<file path="config.mk">
export PLATFORM = sky130hd
export DESIGN_NAME = conv_channel_sched
export DESIGN_NICKNAME = d
export VERILOG_FILES = /design/src/rtl/conv_channel_sched.sv
export SDC_FILE = /design/constraint.sdc
export NUM_CORES = 1
export LEC_CHECK = 0
export ABC_AREA = 1
export BUFFER_PORTS_ARGS = -buffer_cell sky130_fd_sc_hd__buf_2
export CAP_MARGIN = 20
export CORE_MARGIN = 2
export CORE_UTILIZATION = 45
export DETAILED_ROUTE_END_ITERATION = 12
export PLACE_DENSITY_LB_ADDON = 0.12
export SLEW_MARGIN = 20
export SYNTH_ARGS = -nofsm -noshare
export SYNTH_HDL_FRONTEND = slang
export SYNTH_SLANG_ARGS = --single-unit
</file>
<file path="constraint.sdc">
create_clock -name clk -period 2.1 [get_ports clk]
set_clock_uncertainty 0.2 [all_clocks]
set_input_delay 0.105 -clock clk [delete_from_list [all_inputs] [get_ports clk]]
set_output_delay 0.105 -clock clk [all_outputs]
set_load 0.005 [all_outputs]
</file>
<file path="src/rtl/conv_channel_sched.sv">
// Time-multiplexes one shared per-channel conv engine across the input channels of an output pixel,
// accumulating the returned partial sums and handing the total downstream via valid/ready.
module conv_channel_sched #(
  parameter int BIT_WIDTH   = 8,
  parameter int OUT_WIDTH   = 8,
  parameter int KERNEL_SIZE = 5,
  parameter int CHANNEL     = 3,
  parameter int ENGINE_LAT  = 2,
  localparam int CH_W  = (CHANNEL > 1) ? $clog2(CHANNEL) : 1,
  localparam int CNT_W = $clog2(CHANNEL + 1)
) (
  input  logic                 clk,
  input  logic                 rst,
  input  logic                 start_valid,
  output logic                 start_ready,
  input  logic [CNT_W-1:0]     cfg_nch,
  output logic                 eng_issue,
  output logic [CH_W-1:0]      eng_ch,
  input  logic [OUT_WIDTH-1:0] eng_result,
  output logic                 out_valid,
  input  logic                 out_ready,
  output logic [OUT_WIDTH-1:0] conv_value,
  output logic                 busy
);

  localparam logic [1:0] S_IDLE  = 2'd0;
  localparam logic [1:0] S_ISSUE = 2'd1;
  localparam logic [1:0] S_DRAIN = 2'd2;
  localparam logic [1:0] S_DONE  = 2'd3;

  localparam logic [CNT_W-1:0] NCH_MAX = CNT_W'(CHANNEL);
  localparam logic [CNT_W-1:0] ONE     = CNT_W'(1);

  if (CHANNEL < 1 || CHANNEL > 16 || ENGINE_LAT < 0 || ENGINE_LAT > 4 ||
      BIT_WIDTH < 1 || KERNEL_SIZE < 1 || OUT_WIDTH < 1) begin : g_param_check
    $error("conv_channel_sched: illegal parameter combination");
  end

  logic [1:0]           state_q, state_d;
  logic [CNT_W-1:0]     nch_q, nch_d;
  logic [CNT_W-1:0]     issue_cnt_q, issue_cnt_d;
  logic [CNT_W-1:0]     res_cnt_q, res_cnt_d;
  logic [OUT_WIDTH-1:0] acc_q, acc_d;
  logic [OUT_WIDTH-1:0] conv_q, conv_d;
  logic [CNT_W-1:0]     nch_clamped;
  logic                 capture;

  assign start_ready = (state_q == S_IDLE);
  assign busy        = (state_q != S_IDLE);
  assign out_valid   = (state_q == S_DONE);
  assign eng_issue   = (state_q == S_ISSUE);
  assign eng_ch      = eng_issue ? issue_cnt_q[CH_W-1:0] : '0;
  assign conv_value  = conv_q;

  assign nch_clamped = (cfg_nch == '0 || cfg_nch > NCH_MAX) ? NCH_MAX : cfg_nch;

  // The delayed issue bit marks the cycle in which eng_result belongs to this job.
  if (ENGINE_LAT == 0) begin : g_comb_engine
    assign capture = eng_issue;
  end else begin : g_pipe
    logic [ENGINE_LAT-1:0] pipe_q;
    always_ff @(posedge clk or posedge rst) begin
      if (rst) pipe_q[0] <= 1'b0;
      else     pipe_q[0] <= eng_issue;
    end
    for (genvar gi = 1; gi < ENGINE_LAT; gi++) begin : g_stage
      always_ff @(posedge clk or posedge rst) begin
        if (rst) pipe_q[gi] <= 1'b0;
        else     pipe_q[gi] <= pipe_q[gi-1];
      end
    end
    assign capture = pipe_q[ENGINE_LAT-1];
  end

  always_comb begin
    state_d     = state_q;
    nch_d       = nch_q;
    issue_cnt_d = issue_cnt_q;
    res_cnt_d   = capture ? (res_cnt_q + ONE) : res_cnt_q;
    acc_d       = capture ? (acc_q + eng_result) : acc_q;
    conv_d      = conv_q;
    case (state_q)
      S_IDLE: begin
        if (start_valid) begin
          nch_d       = nch_clamped;
          issue_cnt_d = '0;
          res_cnt_d   = '0;
          acc_d       = '0;
          state_d     = S_ISSUE;
        end
      end
      S_ISSUE: begin
        issue_cnt_d = issue_cnt_q + ONE;
        if (issue_cnt_q + ONE == nch_q) state_d = S_DRAIN;
        // A combinational engine finishes on the last issue cycle, skipping DRAIN.
        if (res_cnt_d == nch_q) begin
          state_d = S_DONE;
          conv_d  = acc_d;
        end
      end
      S_DRAIN: begin
        if (res_cnt_d == nch_q) begin
          state_d = S_DONE;
          conv_d  = acc_d;
        end
      end
      S_DONE: begin
        if (out_ready) state_d = S_IDLE;
      end
      default: state_d = S_IDLE;
    endcase
  end

  always_ff @(posedge clk or posedge rst) begin
    if (rst) begin
      state_q     <= S_IDLE;
      nch_q       <= '0;
      issue_cnt_q <= '0;
      res_cnt_q   <= '0;
      acc_q       <= '0;
      conv_q      <= '0;
    end else begin
      state_q     <= state_d;
      nch_q       <= nch_d;
      issue_cnt_q <= issue_cnt_d;
      res_cnt_q   <= res_cnt_d;
      acc_q       <= acc_d;
      conv_q      <= conv_d;
    end
  end

endmodule

</file>
==> results <==
- The run finished with clean final reports.
- The post-route total power is around 2.7 mW.
- The number of nets with antenna violations after detailed routing is 0.
- For this design the total switching power over the nets is 1.22 mW.
- Setup repair after global routing left no endpoint under its margin.
- The internal portion of the total power is 1.48 mW.
- The post-synthesis instance area is roughly 1600 um2.
- VDD sags by at most approximately 0.00076 V.
- The post-route minimum period is 1.88 ns.
- The type of the worst setup path is reg -> reg.
- The worst-case setup margin in the final layout is 0.216 ns.
- The largest net degree at the start of global routing is 27.
- Dividing the detail-routed wire length by the instance count gives 10.2 um.
- The root buffer selected by CTS is sky130_fd_sc_hd__clkbuf_4.
- Power spread over the standard cell area amounts to 1460 nW/um2.
- The post-layout net count is about 270.
- The row count is 21.
- The die covers approximately 3900 um2.
- The congestion estimate from routability-driven global placement came to 0.723.
- The synthesis-to-layout area growth is 19.1%.
- Each instance of the synthesized netlist takes up on average 7.48 um2.
- The worst slew margin relative to its limit is 0.763.
- The wire length of the first global-routing pass is between 5000 and 6000 um.
- The clock transition at the registers of the reported paths is 0.13 ns.
- The wire-length estimate of the detail-placed layout is 2350 um.
- The number of buffers on the longest clock path is 2.
- The share of total power dissipated in the clock network is 0.075.
- Setup violations remaining at the end of the flow were counted as 0.
- The post-route fraction of the period consumed by the critical path is 0.897.
- The leading cell type in the layout, fill and taps excluded is sky130_fd_sc_hd__nand2_1.
- The pin slew with the least headroom to its limit is around 0.36 ns.
- The total CTS buffers is 3.
- The achievable frequency is between 500 and 600 MHz.
- After filler insertion, the fill cell instance count of the layout stands at ~330.
- The total routed wirelength is 2980 um.
- The largest fanout of any net on the critical path is 2.
- The sequential power share is 0.335.
- The number of antenna violations at the first check in global routing is 0.
- The final instance count without filler cells is 291.
- The share of the Yosys chip area taken by registers is 0.418.
- The cell count after placement is 283.
- After clock tree synthesis, the setup repair step added 0 buffers.
- Data on the critical path arrives at its endpoint at 1.94 ns.
- The number of endpoints with negative hold slack in the final report is 0.
- After global routing, the most crowded layer is met2.
- In the global route stage, met1 resource usage came out at 0.238.
- The share of total power dissipated in combinational logic is 0.590.
- In this run the vertical extent of the chip is 62.8 um.
- The aggregate global routing overflow is 0.
- The global-route usage over all layers is 0.175.
- The number of buffers added to fix hold violations after cts is 5.
- The via count of the first global-routing pass came to 1351.
- The first detailed-routing pass ran for 4 iterations.
- The switching power share of the total is 0.452.
- The total vias in the final route is 1307.
- In this run, synthesis produced a sequential element count of 26.
- The number of resized instances in the post-cts repair step is 0.
- The number of DRC violations after detailed-routing iteration 0 is 43.
- The total inserted antenna cells is 0.
- The yosys synthesis warning count is 0.
- The total count of max-transition violations in the final report is 0.
- The count of port buffers added during placement is 27.
- The reported leakage power is 1.08 nW.
- The setup TNS after final layout is 0 ns.
- The overall die width is between 60 and 70 um.
- The path category of the worst min-delay check is in -> reg.
- Synthesis produced a netlist whose cell count is roughly 210.
- The number of nets in the synthesized netlist is 234.
- The clock latency on the worst-skew pair is 0.31 ns.
- 28 I/O pins were placed.
- The critical path startpoint category is a register.
- The CTS sink count is 26.
- The met3 usage in global routing is 0.0180.
- The number of different library cells in the post-synthesis netlist is 20.
- The area of all placed cells without fillers is 1850 um2.
- The DRC violation count after routing is 0.
- The number of H-tree levels is 1.
- STA classifies the critical path endpoint as a register.
- For this configuration, the core starts out at a cell density of 0.466.
- The number of vias per cell is 4.49.
- In the final layout, the share of cells above drive strength 1 is 0.176.
- In the layout the commonest cells are sky130_fd_sc_hd__nand2_1, sky130_fd_sc_hd__inv_1, sky130_fd_sc_hd__buf_2.
- TritonCTS built the clock tree.
- The setup slack after placement is 0.223 ns.
- After detailed placement, the total cell area comes to 1780 um2.
- STA puts the critical path data required time at between 2 and 2.5 ns.
- In the global route stage, met2 resource usage came out at 0.298.
- The core box area is roughly 3300 um2.
- Across the run, the number of max-cap violations was 0.
-- logic make-up after synthesis --
family	share of synthesized area
compound gates	0.0627
flops	0.418
fa+ha+maj	0.101
xor+xnor	0.0225
buf+inv	0.0892
simple gates	0.306
-- routing by layer --
metal / wire length [um] / vias up
li1: - / 721
met1: 1510 / 561
met2: 1360 / 23
met3: 97 / 2
met4: 16 / 0
met5: 0 / -
-- worst paths after layout --
check / from / to / slack [ns] / cells after the start
setup reg to reg: acc_q[0] / acc_q[4] / 0.22 / 7
hold reg to reg: g_pipe.pipe_q[0] / capture / 0.16 / 0
hold / removal: eng_result[7] / acc_q[7] / 0.05 / 6
min in group asynchronous: rst / acc_q[7] / 0.17 / 4
max in group asynchronous: rst / conv_value[4] / 1.29 / 4
setup / recovery: acc_q[0] / acc_q[4] / 0.22 / 7
-- synth_stat cells --
cell	n	share of area
sky130_fd_sc_hd__a31oi_1	1	0.0040
sky130_fd_sc_hd__dfrtp_1	26	0.42
sky130_fd_sc_hd__nor2_1	11	0.027
sky130_fd_sc_hd__ha_1	11	0.088
sky130_fd_sc_hd__xor2_1	1	0.0056
sky130_fd_sc_hd__xnor2_1	3	0.017
sky130_fd_sc_hd__o21ai_2	3	0.017
sky130_fd_sc_hd__nand2_1	74	0.18
sky130_fd_sc_hd__inv_2	1	0.0024
sky130_fd_sc_hd__nand4_1	1	0.0040
sky130_fd_sc_hd__o21ai_0	9	0.029
sky130_fd_sc_hd__inv_1	31	0.075
sky130_fd_sc_hd__and2_1	2	0.0080
sky130_fd_sc_hd__a21oi_1	4	0.013
sky130_fd_sc_hd__nand3_1	22	0.071
sky130_fd_sc_hd__nand3_2	1	0.0064
sky130_fd_sc_hd__buf_6	1	0.0072
sky130_fd_sc_hd__clkbuf_1	2	0.0048
sky130_fd_sc_hd__fa_1	1	0.013
sky130_fd_sc_hd__or2_2	3	0.012
-- critical path, cell delays in order (launching register included) --
cell and delay (ns):
sky130_fd_sc_hd__dfrtp_1 0.40, sky130_fd_sc_hd__ha_1 0.20, sky130_fd_sc_hd__fa_1 0.40, sky130_fd_sc_hd__nand3_1 0.08, sky130_fd_sc_hd__nand2_1 0.08, sky130_fd_sc_hd__xnor2_1 0.13, sky130_fd_sc_hd__o21ai_0 0.18, sky130_fd_sc_hd__and2_1 0.15
-- area by class of cell --
| class | instances | area [um2] | area share |
|---|---|---|---|
| Sequential cell | 26 | 651 | 0.351 |
| Clock buffer | 3 | 22.5 | 0.0122 |
| Timing Repair Buffer | 37 | 235 | 0.127 |
| Tap cell | 46 | 57.6 | 0.0311 |
| Inverter | 32 | 120 | 0.0648 |
| Multi-Input combinational cell | 147 | 767 | 0.414 |
-- state kept, by name (all words and copies together), names as in the netlist --
register       cells
acc_q              8
conv_value         8
issue_cnt_q        2
nch_q              2
res_cnt_q          2
state_q            2
capture            1
g_pipe.pipe_q      1
-- power by group through the flow --
stage | registers (mW) | logic [mW] | clock network [mW]
6_report | 0.906 | 1.60 | 0.203
5_1_grt | 0.941 | 1.91 | 0.233
4_1_cts | 0.908 | 1.63 | 0.212
3_5_place_dp | 0.918 | 1.61 | 0
3_3_place_gp | 0.916 | 1.60 | 0
2_1_floorplan | 0.884 | 1.18 | 0
-- per-stage QoR --
| step | util | hold WS, ns |
|---|---|---|
| 2_1_floorplan | - | -0.0550 |
| 3_3_place_gp | 0.534 | -0.0255 |
| 3_5_place_dp | 0.534 | -0.0236 |
| 4_1_cts | 0.555 | 0.0425 |
| 5_1_grt | 0.555 | 0.0973 |
| 6_report | 0.555 | 0.0497 |
Note: power is estimated with default switching activity, not from simulation.
